## src/rtl/pwm_fade_sequencer.sv

```systemverilog
// Fades a registered PWM duty toward accepted targets one LSB per ramp tick; cmd_ready only in IDLE with ena, commands never queued.
// Optional triangle "breathe" mode with extra input breathe_i is compiled in when PWM_FADE_BREATHE_EN is defined.
module pwm_fade_sequencer #(
  parameter int N          = 8,
  parameter int PRESCALE_W = 16
) (
  input  logic                  clk,
  input  logic                  rst,
  input  logic                  ena_i,
  input  logic [PRESCALE_W-1:0] prescale_i,
  input  logic [7:0]            ramp_div_i,
  input  logic                  cmd_valid_i,
  input  logic [N-1:0]          cmd_target_i,
`ifdef PWM_FADE_BREATHE_EN
  input  logic                  breathe_i,
`endif
  output logic                  cmd_ready_o,
  output logic                  step_o,
  output logic [N-1:0]          duty_o,
  output logic                  busy_o,
  output logic                  done_o
);

`ifdef PWM_FADE_BREATHE_EN
  typedef enum logic [1:0] {S_IDLE = 2'd0, S_RAMP = 2'd1, S_BUP = 2'd2, S_BDOWN = 2'd3} state_e;
  localparam logic [N-1:0] DUTY_TOP    = '1;
  localparam logic [N-1:0] DUTY_TOP_M1 = DUTY_TOP - 1'b1;
  localparam logic [N-1:0] DUTY_ONE    = {{(N-1){1'b0}}, 1'b1};
`else
  typedef enum logic [0:0] {S_IDLE = 1'b0, S_RAMP = 1'b1} state_e;
`endif

  state_e                state_q, state_d;
  logic [PRESCALE_W-1:0] pre_cnt_q, pre_cnt_d;
  logic                  step_q, step_d;
  logic [7:0]            div_q, div_d;
  logic [N-1:0]          duty_q, duty_d;
  logic [N-1:0]          target_q, target_d;
  logic                  done_q, done_d;
  logic                  busy;
  logic                  ramp_tick;
  logic                  div_clr;

  assign busy = (state_q != S_IDLE);

`ifdef PWM_FADE_BREATHE_EN
  assign cmd_ready_o = (state_q == S_IDLE) && ena_i && !breathe_i;
`else
  assign cmd_ready_o = (state_q == S_IDLE) && ena_i;
`endif

  // A count left above a freshly lowered prescale wraps silently, without a step.
  always_comb begin
    pre_cnt_d = pre_cnt_q;
    step_d    = 1'b0;
    if (ena_i) begin
      if (pre_cnt_q == prescale_i) begin
        pre_cnt_d = '0;
        step_d    = 1'b1;
      end else if (pre_cnt_q > prescale_i) begin
        pre_cnt_d = '0;
      end else begin
        pre_cnt_d = pre_cnt_q + 1'b1;
      end
    end
  end

  assign ramp_tick = ena_i && busy && step_q && (div_q == ramp_div_i);

  always_comb begin
    div_d = div_q;
    if (ena_i) begin
      if (div_clr) begin
        div_d = '0;
      end else if (busy && step_q) begin
        if (div_q >= ramp_div_i) div_d = '0;
        else                     div_d = div_q + 1'b1;
      end
    end
  end

  always_comb begin
    state_d  = state_q;
    duty_d   = duty_q;
    target_d = target_q;
    done_d   = 1'b0;
    div_clr  = 1'b0;
    if (ena_i) begin
      case (state_q)
        S_IDLE: begin
`ifdef PWM_FADE_BREATHE_EN
          if (breathe_i) begin
            state_d = S_BUP;
            div_clr = 1'b1;
          end else
`endif
          if (cmd_valid_i) begin
            target_d = cmd_target_i;
            if (cmd_target_i == duty_q) begin
              done_d = 1'b1;
            end else begin
              state_d = S_RAMP;
              div_clr = 1'b1;
            end
          end
        end
        S_RAMP: begin
          // Arrival is confirmed one cycle after the last move so done and busy fall together.
          if (duty_q == target_q) begin
            state_d = S_IDLE;
            done_d  = 1'b1;
          end else if (ramp_tick) begin
            if (duty_q < target_q) duty_d = duty_q + 1'b1;
            else                   duty_d = duty_q - 1'b1;
          end
        end
`ifdef PWM_FADE_BREATHE_EN
        S_BUP: begin
          if (!breathe_i) begin
            state_d  = S_IDLE;
            target_d = duty_q;
          end else if (ramp_tick) begin
            if (duty_q == DUTY_TOP) begin
              duty_d  = duty_q - 1'b1;
              state_d = S_BDOWN;
            end else begin
              duty_d = duty_q + 1'b1;
              if (duty_q == DUTY_TOP_M1) state_d = S_BDOWN;
            end
          end
        end
        S_BDOWN: begin
          if (!breathe_i) begin
            state_d  = S_IDLE;
            target_d = duty_q;
          end else if (ramp_tick) begin
            if (duty_q == '0) begin
              duty_d  = duty_q + 1'b1;
              state_d = S_BUP;
            end else begin
              duty_d = duty_q - 1'b1;
              if (duty_q == DUTY_ONE) state_d = S_BUP;
            end
          end
        end
`endif
        default: state_d = S_IDLE;
      endcase
    end
  end

  always_ff @(posedge clk or posedge rst) begin
    if (rst) begin
      state_q   <= S_IDLE;
      pre_cnt_q <= '0;
      step_q    <= 1'b0;
      div_q     <= '0;
      duty_q    <= '0;
      target_q  <= '0;
      done_q    <= 1'b0;
    end else begin
      state_q   <= state_d;
      pre_cnt_q <= pre_cnt_d;
      step_q    <= step_d;
      div_q     <= div_d;
      duty_q    <= duty_d;
      target_q  <= target_d;
      done_q    <= done_d;
    end
  end

  assign step_o = step_q;
  assign duty_o = duty_q;
  assign busy_o = busy;
  assign done_o = done_q;

endmodule

```

## config.mk

```make
export PLATFORM = sky130hd
export DESIGN_NAME = pwm_fade_sequencer
export DESIGN_NICKNAME = d
export VERILOG_FILES = /design/src/rtl/pwm_fade_sequencer.sv
export SDC_FILE = /design/constraint.sdc
export NUM_CORES = 1
export LEC_CHECK = 0
export CORE_MARGIN = 4
export CORE_UTILIZATION = 37
export CTS_CLUSTER_SIZE = 20
export DETAILED_ROUTE_END_ITERATION = 12
export PLACE_DENSITY = 0.64
export SETUP_SLACK_MARGIN = 0.4
export SLEW_MARGIN = 20
export SYNTH_ARGS = -nofsm -noshare
export SYNTH_HDL_FRONTEND = slang
export SYNTH_SLANG_ARGS = --single-unit
export TNS_END_PERCENT = 100
```

## constraint.sdc

```tcl
create_clock -name clk -period 2.8 [get_ports clk]
set_input_delay 0.28 -clock clk [delete_from_list [all_inputs] [get_ports clk]]
set_output_delay 0.28 -clock clk [all_outputs]
set_load 0.005 [all_outputs]
```

Word-level counts from Yosys, hierarchy flattened

Index checks and enable logic that the tools add are counted.
Widths: inputs -> output; s select.

Add/subtract/negate cells: 4
Multipliers: 0
Divide/modulo/power cells: 0
$lt $le $gt $ge: 3
Eq/ne operators: 4
Shift operators: 0
Multiplexer cells: 19
Bitwise logic cells: 2
Reduce and logical (&&, ||, !) cells: 9

Operator list:

| operator              | number |
|---|---|
| $mux 16               | 2 |
| $mux 8                | 4 |
| $eq 8x8->1            | 3 |
| $add 16x1->16 const B | 1 |
| $add 8x1->8 const B   | 2 |
| $eq 16x16->1          | 1 |
| $gt 16x16->1          | 1 |
| $mux 1                | 11 |
| $ge 8x8->1            | 1 |
| $lt 8x8->1            | 1 |
| $sub 8x1->8 const B   | 1 |
| $logic_and 1x1->1     | 5 |
| $pmux 1 s2            | 2 |
| $reduce_and 4->1      | 1 |
| $reduce_and 3->1      | 1 |
| $not 1->1             | 2 |
| $reduce_and 2->1      | 1 |
| $reduce_bool 2->1     | 1 |

Bits in registers: 43
Latch bits: 0
Bits in writable memories: 0
Bits in read-only memories: 0
Output and inout port bits: 12
Memories kept: 0

Longest topological paths before layout

Depth in word-level cells: 7
Gate-level depth with buffers: 14
Depth with buffers taken out: 14

Worst setup path before layout

No wires, ideal clock.

Kind: reg2reg
Start: reg duty_q[1] (netlist: duty_o[1])
End: reg duty_q[7] (netlist: duty_o[7])
Arrival: 2.664 ns
Data required time: 2.673 ns
Path slack: 0.010 ns
Stages on the path, launching flop included: 13
Buffers on the path: 0
Clock period less this slack: 2.790 ns
Path through: dfrtp_1 ha_1 nor2b_1 o211ai_1 a21oi_1 or2_2 ha_1 a211oi_1 a21oi_1 o21ai_1 nor3_1 o21ba_1 xor2_1

Longest elaborated chain between the ends: 3
Elaborated cells between the ends (all ways): 7
Classes of those cells: add/sub: 2; order compare: 1; eq/ne: 1; mux: 1; bitwise: 1; reduce/logical: 1

Ends and longest elaborated chain:

| element                                             | RTL line | text |
|---|---|---|
| start, declared                                     | 37       | `logic [N-1:0] duty_q, duty_d;` |
| start signal, assigned                              | 166      | `duty_q <= duty_d;` |
| branches (longest 3 deep; another with $sub 8x1->8) | --       |  |

Several ways; the timed one is not identified.
A chain may end at the register's enable or synchronous reset.

Final worst setup path

Start: reg target_q[6]
End: reg duty_q[7] (netlist: duty_o[7])

Longest elaborated chain between the ends: 3
Elaborated cells between the ends (all ways): 5
Classes of those cells: order compare: 1; eq/ne: 1; mux: 1; bitwise: 1; reduce/logical: 1

Ends and longest elaborated chain:

| element                                            | RTL line | text |
|---|---|---|
| start, declared                                    | 38       | `logic [N-1:0] target_q, target_d;` |
| start signal, assigned                             | 167      | `target_q <= target_d;` |
| branches (longest 3 deep; another with $lt 8x8->1) | --       |  |

Several ways; the timed one is not identified.

==> metrics.cfg <==
[run_status]
status = finished clean

[floorplanning]
fp.dieW_um = 99.8
start_util_pct = 38.0
fp.dieH_um = 99.8
core_area_sq_mm = 0.00822
fp-row-count = 33
io_pins = 48
die_area_sq_mm = 0.00996

[grt]
grt_pass1_vias = 2672
track_usage_pct = 14.9
grt_max_degree = 44
grt_first_pass_wirelength_um = 12300
antenna_found_initial = 0
gr-total-overflow = 0

[logic_synthesis]
synthArstFlopShare_pct = 100
synth_cells = 349
synth_nets = 427
synth_edf_count = 0
seq_area_frac_synth_pct = 34.5
synth_ff_type = dfrtp_1
ys_ff_latch = 43
synth.distinct_cells = 47
syn_area_per_cell_sq_um = 8.94
syn-cell-area_sq_mm = 0.00312
ys_warn_count = 0

[clocking]
clk_latency_ps = 310
cts_tree = built
cts_hold_buf = 0
clk_pin_slew_worst_paths_ps = 100
clockRootBuffer = clkbuf_8
cts_made_buffers = 5
clk_path_buf_depth = 2
cts.sinks = 43
htreeDepth = 2

[placed_design]
dp_hpwl_um = 5620
gp_congestion = 0.852
dpl.cell_count = 510
port_buffers = 47
dp_slack_ps = -29.2

[drt]
wl_met2_um = 3610
wl_met3_um = 279
highest_layer = met4
met1_length_um = 3360
drtAntennaViolNets = 0
first_pass_iters = 4
drt_iter0_markers = 47
drc = 0
wl_um = 7350
vias = 2744
viasPerCell = 5.18
avgRoutedWirePerCell_um = 13.9

[setup_path]
critPathKind = reg -> reg
r2r_start = target_q[6]
crit_start = target_q[6]
crit_required_ps = 2990
path_max_fanout = 7
arrival_ps = 2960
startpoint_type = flop
endpoint_kind = flop

[final_layout]
nFillCells = 751
area_growth_pct = 36.6
diodes = 0
final_cell_mix = 47 x clkdlybuf4s50_1, 40 x dfrtp_1, 36 x nand2_1, 36 x inv_1, 30 x ha_1
drive_gt1_share_pct = 17.2
fin_nets = 502
final_common_cell = clkdlybuf4s50_1
stdcell_count = 530

[power]
power_leakage_nw = 1.96
internal_power_mw = 1.38
switching_power_uw = 587
swShare_pct = 29.9
pwr-share-comb_pct = 28.4
seqPwrFrac_pct = 41.3
clkPwrFrac_pct = 30.3
vdd_drop_max_uv = 259
powerDensity_mw_per_mm2 = 462

[sta]
fin_tns_setup_ps = 0
fin_ws_ps = 24.5
rsz0062_at_grt = true
fin_skew_ps = 17.1
hold_viol_final = 0
tightest_slew_ps = 557
relSlewSlack_pct = 62.9
setup_viol = 0
clock.fmax_mhz = 360
period_minus_slack_ps = 2780
drv_slew = 0
post-route-period-util_pct = 99.1

[job]
maxCapViolations = 0

[worst_hold_path]
hp-class = in -> async

[power groups by stage]
stage / Combinational, mW / Sequential [mW] / Clock (mW)
2_1_floorplan: 0.354 / 0.797 / 0
3_3_place_gp: 0.500 / 0.820 / 0
3_5_place_dp: 0.519 / 0.823 / 0
4_1_cts: 0.546 / 0.811 / 0.609
5_1_grt: 0.636 / 0.828 / 0.627
6_report: 0.558 / 0.813 / 0.596
[per-layer routing]
metal | vias up | GRT usage [%]
met5 | - | 0
met4 | 0 | 3.68
met3 | 12 | 2.22
met2 | 48 | 26.6
met1 | 1291 | 18.8
li1 | 1393 | -
[logic make-up (layout without fill, tap and decap cells)]
| kind of cell | after synthesis | count (layout) | synth area share (%) |
|---|---|---|---|
| adder cells (fa/ha/maj) | 42 | 42 | 17.1 |
| multiplexers | 8 | 8 | 2.89 |
| buffers and inverters | 46 | 122 | 5.82 |
| XOR/XNOR | 16 | 16 | 4.49 |
| AND/OR/NAND/NOR | 111 | 111 | 18.2 |
| AO/OA/AOI/OAI | 83 | 83 | 17.0 |
| flip-flops | 43 | 43 | 34.5 |
[cell type report]
type                            instances  area, sq um  share of cell area (%)
Inverter                               40          150                    3.52
Clock inverter                          3         71.3                    1.67
Sequential cell                        43         1080                    25.3
Clock buffer                            5         68.8                    1.61
Timing Repair Buffer                   74          693                    16.3
Tap cell                              105          131                    3.08
Multi-Input combinational cell        260         2070                    48.5
[repair_timing]
| item | CTS | global route |
|---|---|---|
| pin swaps | 8 | 13 |
| resized for setup | 9 | 18 |
| setup endpoints to repair | 5 | 12 |
| buffers inserted | 5 | 7 |
[state kept, by name (all words and copies together) (netlist names)]
signal     count
duty_o         8
div_q          8
busy_o         1
pre_cnt_q     16
done_o         1
step_o         1
target_q       8
[cell usage after synthesis (2+ instances only)]
master | n | area share [%]
a21o_1 | 6 | 1.4
a21oi_1 | 28 | 4.5
a22o_1 | 4 | 1.1
a31oi_1 | 13 | 2.6
a41oi_1 | 3 | 0.84
and3_1 | 9 | 1.8
clkbuf_1 | 4 | 0.48
dfrtp_1 | 43 | 34
ha_1 | 41 | 16
inv_1 | 39 | 4.7
mux2_1 | 5 | 1.8
mux2_2 | 3 | 1.1
nand2_1 | 36 | 4.3
nand2b_1 | 8 | 1.6
nand3_1 | 20 | 3.2
nand4_1 | 7 | 1.4
nor2_1 | 9 | 1.1
nor2b_1 | 3 | 0.60
nor3_1 | 8 | 1.3
o21a_1 | 4 | 0.96
o21ai_0 | 5 | 0.80
o21ai_1 | 10 | 1.6
o31ai_1 | 2 | 0.48
or2_2 | 2 | 0.40
xnor2_1 | 13 | 3.7
xor2_1 | 3 | 0.84
[critical path, cell delays in order, from the launching register on]
cell	delay (ps)
dfrtp_1	390
inv_1	90
ha_4	210
a21oi_1	130
nand2_1	60
a21o_1	210
or2_4	320
buf_12	150
ha_4	150
or3_4	390
o21ai_4	170
nor3_2	60
o21ba_1	190
xor2_1	150
[worst paths after layout]
path | endpoint | slack [ps] | cells after the start
max in group asynchronous | pre_cnt_q[12] | 1980 | 3
min reg2reg | target_q[2] | 500 | 1
max | duty_o[7] | 20 | 13
min | div_q[5] | 420 | 3
min in group clk | target_q[2] | 500 | 1
max reg2reg | duty_o[7] | 20 | 13
[through the flow]
stage | cell area, sq um | hold WS [ps] | power, mW | utilization [%]
6_report | 4260 | 419 | 1.97 | 51.9
5_1_grt | 4260 | 477 | 2.09 | 51.9
4_1_cts | 4100 | 438 | 1.97 | 49.9
3_5_place_dp | 3880 | 486 | 1.34 | 47.2
3_3_place_gp | 3880 | 476 | 1.32 | 47.2
2_1_floorplan | 3200 | 372 | 1.15 | -
Note: power is estimated with default switching activity, not from simulation.
